`src/rtl/corner_track_ctrl.sv`:
```
// corner_track_ctrl: frame-level sequencer that admits whole aligned frames into the corner finder and presents its results with a lock flag
module corner_track_ctrl #(
   parameter int H_ACT       = 800,
   parameter int V_ACT       = 600,
   parameter int SKIP        = 0,
   parameter int LOCK_FRAMES = 4,
   parameter int LOCK_TOL    = 4,
   parameter int RES_TIMEOUT = 8
) (
   input  logic        i_clk,
   input  logic        i_rst,
   input  logic        i_enable,
   input  logic        i_freeze,
   input  logic        i_sof,
   input  logic        i_pix_valid,
   input  logic        i_pix_data,
   output logic        o_cf_rst_n,
   output logic        o_cf_valid,
   output logic        o_cf_data,
   input  logic        i_cf_valid,
   input  logic        i_cf_success,
   input  logic [19:0] i_cf_ul,
   input  logic [19:0] i_cf_ur,
   input  logic [19:0] i_cf_dl,
   input  logic [19:0] i_cf_dr,
   output logic        o_crn_valid,
   input  logic        i_crn_ready,
   output logic [19:0] o_crn_ul,
   output logic [19:0] o_crn_ur,
   output logic [19:0] o_crn_dl,
   output logic [19:0] o_crn_dr,
   output logic        o_crn_success,
   output logic        o_locked,
   output logic        o_busy,
   output logic [7:0]  o_err_cnt
);
   localparam int FRAME = H_ACT * V_ACT;
   localparam int BW = $clog2(FRAME + 1);
   localparam int SW = SKIP > 0 ? $clog2(SKIP + 1) : 1;
   localparam int TW = $clog2(RES_TIMEOUT + 1);
   localparam int LW = $clog2(LOCK_FRAMES + 1);
   localparam logic signed [10:0] TOL = 11'(LOCK_TOL);
   localparam logic [19:0] UL0 = 20'd0;
   localparam logic [19:0] UR0 = {10'd0, 10'(H_ACT - 1)};
   localparam logic [19:0] DL0 = {10'(V_ACT - 1), 10'd0};
   localparam logic [19:0] DR0 = {10'(V_ACT - 1), 10'(H_ACT - 1)};

   typedef enum logic [2:0] {IDLE, ARM, RUN, WAIT_RES, RESYNC, PRESENT} state_t;

   state_t          state;
   logic [BW-1:0]   beat_cnt;
   logic [SW-1:0]   skip_cnt;
   logic [TW-1:0]   to_cnt;
   logic [LW-1:0]   stable_cnt;
   logic [LW-1:0]   stable_nxt;
   logic            rs_cnt;
   logic            rst_n_q;
   logic            stable;
   logic            sof_beat;
   logic [7:0]      err_nxt;

   function automatic logic near(input logic [9:0] a, input logic [9:0] b);
      logic signed [10:0] d;
      d = $signed({1'b0, a}) - $signed({1'b0, b});
      return (d <= TOL) && (d >= -TOL);
   endfunction

   function automatic logic close(input logic [19:0] a, input logic [19:0] b);
      return near(a[19:10], b[19:10]) && near(a[9:0], b[9:0]);
   endfunction

   assign sof_beat   = i_sof & i_pix_valid;
   assign err_nxt    = o_err_cnt + {7'd0, o_err_cnt != 8'hFF};
   assign o_busy     = state != IDLE;
   assign o_cf_rst_n = rst_n_q & ~i_rst;

   // Stability of the incoming result against the corners currently held, and the resulting stable count
   always_comb begin
      stable = i_cf_success && close(i_cf_ul, o_crn_ul) && close(i_cf_ur, o_crn_ur)
               && close(i_cf_dl, o_crn_dl) && close(i_cf_dr, o_crn_dr);
      stable_nxt = !stable ? '0 : (stable_cnt == LW'(LOCK_FRAMES)) ? stable_cnt : stable_cnt + LW'(1);
   end

   // Frame sequencer: gates pixels into the finder, resynchronises it on errors and presents results
   always_ff @(posedge i_clk or posedge i_rst) begin
      if (i_rst) begin
         state         <= IDLE;
         rst_n_q       <= 1'b1;
         o_cf_valid    <= 1'b0;
         o_cf_data     <= 1'b0;
         o_crn_valid   <= 1'b0;
         o_crn_success <= 1'b0;
         o_locked      <= 1'b0;
         o_err_cnt     <= 8'd0;
         o_crn_ul      <= UL0;
         o_crn_ur      <= UR0;
         o_crn_dl      <= DL0;
         o_crn_dr      <= DR0;
         beat_cnt      <= '0;
         skip_cnt      <= '0;
         to_cnt        <= '0;
         stable_cnt    <= '0;
         rs_cnt        <= 1'b0;
      end else begin
         o_cf_valid <= 1'b0;
         o_cf_data  <= 1'b0;
         case (state)
            IDLE: if (i_enable) state <= ARM;
            ARM: begin
               if (!i_enable) begin
                  state <= IDLE;
               end else if (sof_beat) begin
                  if (skip_cnt == '0) begin
                     o_cf_valid <= 1'b1;
                     o_cf_data  <= i_pix_data;
                     beat_cnt   <= BW'(1);
                     skip_cnt   <= SW'(SKIP);
                     to_cnt     <= '0;
                     state      <= (FRAME == 1) ? WAIT_RES : RUN;
                  end else begin
                     skip_cnt <= skip_cnt - SW'(1);
                  end
               end
            end
            RUN: begin
               if (i_pix_valid) begin
                  if (i_sof) begin
                     state     <= RESYNC;
                     rst_n_q   <= 1'b0;
                     rs_cnt    <= 1'b0;
                     o_err_cnt <= err_nxt;
                  end else begin
                     o_cf_valid <= 1'b1;
                     o_cf_data  <= i_pix_data;
                     beat_cnt   <= beat_cnt + BW'(1);
                     if (beat_cnt == BW'(FRAME - 1)) begin
                        state  <= WAIT_RES;
                        to_cnt <= '0;
                     end
                  end
               end
            end
            WAIT_RES: begin
               if (i_cf_valid) begin
                  if (i_freeze) begin
                     state <= ARM;
                  end else begin
                     o_crn_ul      <= i_cf_ul;
                     o_crn_ur      <= i_cf_ur;
                     o_crn_dl      <= i_cf_dl;
                     o_crn_dr      <= i_cf_dr;
                     o_crn_success <= i_cf_success;
                     stable_cnt    <= stable_nxt;
                     o_locked      <= stable_nxt == LW'(LOCK_FRAMES);
                     o_crn_valid   <= 1'b1;
                     state         <= PRESENT;
                  end
               end else if (to_cnt == TW'(RES_TIMEOUT - 1)) begin
                  state     <= RESYNC;
                  rst_n_q   <= 1'b0;
                  rs_cnt    <= 1'b0;
                  o_err_cnt <= err_nxt;
               end else begin
                  to_cnt <= to_cnt + TW'(1);
               end
            end
            RESYNC: begin
               beat_cnt <= '0;
               if (rs_cnt) begin
                  rst_n_q <= 1'b1;
                  state   <= ARM;
               end else begin
                  rs_cnt <= 1'b1;
               end
            end
            PRESENT: begin
               if (i_crn_ready) begin
                  o_crn_valid <= 1'b0;
                  state       <= ARM;
               end
            end
            default: state <= IDLE;
         endcase
      end
   end
endmodule

```
`config.mk`:
```
export PLATFORM = sky130hd
export DESIGN_NAME = corner_track_ctrl
export DESIGN_NICKNAME = d
export VERILOG_FILES = /design/src/rtl/corner_track_ctrl.sv
export SDC_FILE = /design/constraint.sdc
export NUM_CORES = 1
export LEC_CHECK = 0
export ABC_AREA = 0
export CAP_MARGIN = 20
export CORE_ASPECT_RATIO = 0.7
export CORE_MARGIN = 5
export CORE_UTILIZATION = 48
export CTS_BUF_LIST = sky130_fd_sc_hd__clkbuf_16
export DETAILED_ROUTE_END_ITERATION = 16
export MAX_ROUTING_LAYER = met4
export PLACE_DENSITY = 0.76
export RECOVER_POWER = 50
export SYNTH_ARGS = -nofsm -noshare
export SYNTH_HDL_FRONTEND = slang
export SYNTH_SLANG_ARGS = --single-unit
```
`constraint.sdc`:
```
create_clock -name i_clk -period 3.95 [get_ports i_clk]
set_input_delay 0.79 -clock i_clk [delete_from_list [all_inputs] [get_ports i_clk]]
set_output_delay 0.79 -clock i_clk [all_outputs]
set_load 0.02 [all_outputs]
```
==> flow_metrics.py <==
metrics = {
    "logic_synthesis": {
        "synth_area_leaders": "dfrtp_1 26%, ha_1 11%, dfstp_2 7.5%",
        "synth_edf_count": 0,
        "yosys-top-cells-count": "120 x nand2_1, 115 x o21ai_0, 111 x inv_1, 97 x dfrtp_1, 86 x ha_1",
        "ys_seq_area_share_pct": 33.2,
        "synthesis.area_sq_um": 9440,
        "synth_warnings": 0,
        "synth_cell_type_count": 65,
        "yosysTopAreaCellShare_pct": 25.7,
        "syn_area_per_cell_sq_um": 8.45,
        "synth_nets": 1301,
        "synth_async_sr_flop_share_pct": 100,
        "yosys.area.top_type": "dfrtp_1",
        "yosys_register_bits": 124,
        "synth.most_common_cell": "nand2_1",
        "yosys_most_used_dff": "dfrtp_1",
        "synth_cells": 1117,
    },
    "power_and_ir_drop": {
        "total_power_mw": 10.5,
        "max-vdd-ir-drop_v": 0.000395,
        "p_leak_nw": 5.70,
        "powerDensity_nw_per_um2": 818,
    },
    "detailed_routing": {
        "firstDrtPassIters": 5,
        "first_iter_violations": 621,
        "wirelength_mm": 26.3,
        "vias": 9070,
        "post_drt_wl_per_cell_um": 16.0,
        "ant_nets": 0,
        "routed_via_density": 5.50,
        "drc": 0,
    },
    "setup_path": {
        "crit_required_ns": 4.30,
        "cpMostUsedCell": "inv_1",
        "crit_arrival_ns": 4.14,
        "max_stage_delay_ns": 0.53,
        "r2r_slack_ns": 0.29,
        "path_max_fanout": 5,
        "cp-end-kind": "flop",
        "r2r-end": "stable_cnt[2]",
        "crit_slowest_cell": "or4_4",
        "r2r_start": "o_crn_dr[0]",
        "r2r_cells": 14,
        "path_cells": "clkdlybuf4s50_1, inv_1, ha_2, inv_1, fa_1, a21o_1, nand4_1, nand3b_1, a31oi_1, xnor2_1, or4_4, a222oi_1, nor4b_2, buf_4, a21oi_2, nor2_1",
        "critPathKind": "input pin to flop",
        "start_kind": "input pin",
    },
    "floorplanning": {
        "coreArea_sq_um": 19100,
        "rows": 42,
        "fp.dieArea_sq_um": 22600,
        "die_y_um": 127,
        "ioPinCount": 185,
        "fp.dieW_um": 178,
        "start_util_pct": 49.3,
    },
    "sta": {
        "fin_crit_sh_pct": 96.0,
        "slew_headroom_pct": -16.3,
        "final-hold-violation-count": 0,
        "timing.fmax_mhz": 264,
        "setup-violations-final": 0,
        "fin_crit_ns": 3.79,
        "worst_slew_pin_slew_ns": 1.74,
        "rsz0062_at_grt": "yes",
        "slew_violations": 125,
        "holdWs_ns": 0.484,
        "skew_ns": 0.00786,
    },
    "layout": {
        "fin_util_pct": 67.3,
        "synthToLayoutAreaGrowth_pct": 36.4,
        "num-fill-cells": 1573,
        "layout.nets": 1554,
        "design_area_sq_um": 12900,
        "drive_gt1_share_pct": 13.6,
    },
    "outcome": {
        "outcome": "finished with violations",
        "violations": "max-capacitance violations, max-slew violations",
    },
    "placed_design": {
        "dp.final_hpwl_mm": 19.5,
        "port_buffers": 184,
        "placed_area_sq_um": 12100,
        "gp_congestion": 0.895,
    },
    "global_routing": {
        "grt_antenna_before_repair": 2,
        "grt_overflow": 0,
        "grt_pass1_vias": 8625,
        "grt_pass1_wl_mm": 42.6,
        "track_usage_pct": 23.6,
        "grt_max_degree": 125,
    },
    "hold_path": {
        "min-delay-path-class": "flop to flop",
        "hold_end": "o_crn_success",
        "whs_path_depth": 2,
        "min_from": "o_crn_success",
    },
    "clocking": {
        "numClockSinks": 124,
        "clockRootBuffer": "clkbuf_16",
        "clockBufferDepth": 2,
        "htreeDepth": 4,
        "insertion_delay_ns": 0.42,
        "cts_buffers": 17,
        "cts_tree": "done",
        "clkTransAtPathRegs_ns": 0.06,
    },
    "flow_run": {
        "max_cap_viol_count": 1,
    },
}
[cells by family (layout without fill, tap and decap cells)]
family | after synthesis | after routing | share of synthesized area (%)
other cells | 0 | 2 | 0
buf+inv | 144 | 410 | 5.73
flops | 124 | 124 | 33.2
mux | 11 | 11 | 1.22
compound gates | 289 | 289 | 19.3
simple gates | 384 | 384 | 20.8
fa+ha+maj | 94 | 94 | 13.1
xor+xnor | 71 | 71 | 6.59
[layout by cell type (no fill, tap or decap), drive strengths merged, types with 8 or more instances in the layout]
cell type and n:
a211oi 12, a21o 16, a21oi 49, a31oi 14, and3 15, buf 82, clkbuf 18, clkdlybuf4s50 178
dfrtp 97, dfstp 27, fa 8, ha 86, inv 114, nand2 120, nand2b 15, nand3 30
nand3b 11, nand4 22, nor2 66, nor2b 20, nor3 22, nor4 8, o21a 10, o21ai 115
or3 14, or4 11, xnor2 37, xor2 34
[power by group]
| part | internal [mW] | total, mW | leakage [nW] | switching, mW |
|---|---|---|---|---|
| sequential | 1.86 | 2.21 | 1.49 | 0.353 |
| clock | 0.915 | 1.51 | 0.273 | 0.597 |
| combinational | 3.15 | 6.81 | 3.94 | 3.65 |
| total | 5.92 | 10.5 | 5.70 | 4.60 |
[critical path: cells and delay by family]
family | cells | cell delay (ns)
AND/OR/NAND/NOR | 5 | 1.10
AO/OA/AOI/OAI | 4 | 0.86
buffers and inverters | 4 | 0.71
XOR/XNOR | 1 | 0.11
adder cells (fa/ha/maj) | 2 | 0.57
[layout make-up]
type / instances / area (sq um) / share of cell area [%]
clock buffers: 17 / 425 / 3.30
flip-flops and latches: 124 / 3140 / 24.4
well taps: 264 / 330 / 2.57
repair buffers: 267 / 2470 / 19.2
inverters: 111 / 420 / 3.27
clock inverters: 15 / 135 / 1.05
diodes: 2 / 5.00 / 0.0389
multi-input cells: 849 / 5950 / 46.2
[stage by stage]
stage | TNS [ns] | setup slack (ns) | std cells
floorplan | 0 | 0.0183 | 1117
global placement | -2.09 | -0.556 | 1610
detailed placement | -2.30 | -0.606 | 1610
CTS | 0 | 0.0185 | 1644
global route | -0.178 | -0.0885 | 1649
finish | 0 | 0.158 | 1649
[layer usage]
metal	part of all wire (%)	global-route usage, %	routed length [um]
met1	50	34.4	13100
met2	41	33.4	10900
met3	7.8	6.47	2060
met4	1.0	4.23	262
met5	0	-	0
[how the worst max path moves through the flow]
| stage | start | to | slack (ns) | cells past startpoint |
|---|---|---|---|---|
| final | i_cf_dr[10] | stable_cnt[2] | 0.16 | 16 |
| after global routing | i_cf_dl[0] | stable_cnt[2] | -0.09 | 16 |
| after CTS | i_cf_ur[10] | stable_cnt[2] | 0.02 | 16 |
| after detailed placement | i_cf_dr[0] | stable_cnt[2] | -0.61 | 16 |
| after global placement | i_cf_dr[0] | stable_cnt[2] | -0.56 | 16 |
| after floorplan | i_cf_dr[0] | stable_cnt[0] | 0.02 | 14 |
[repair_timing]
item	CTS	global route
hold buffers	0	0
resized for setup	18	36
setup endpoints to repair	4	4
pin swaps	21	25
buffers inserted	2	3
[flip-flops by register name, summed over array words and instances, names as in the netlist]
register and count:
beat_cnt 19, o_cf_data 1, o_cf_valid 1, o_crn_dl 20, o_crn_dr 20, o_crn_success 1, o_crn_ul 20, o_crn_ur 20
o_crn_valid 1, o_err_cnt 8, o_locked 1, rs_cnt 1, rst_n_q 1, stable_cnt 3, state 3, to_cnt 4
(Power assumes the default switching activity.)
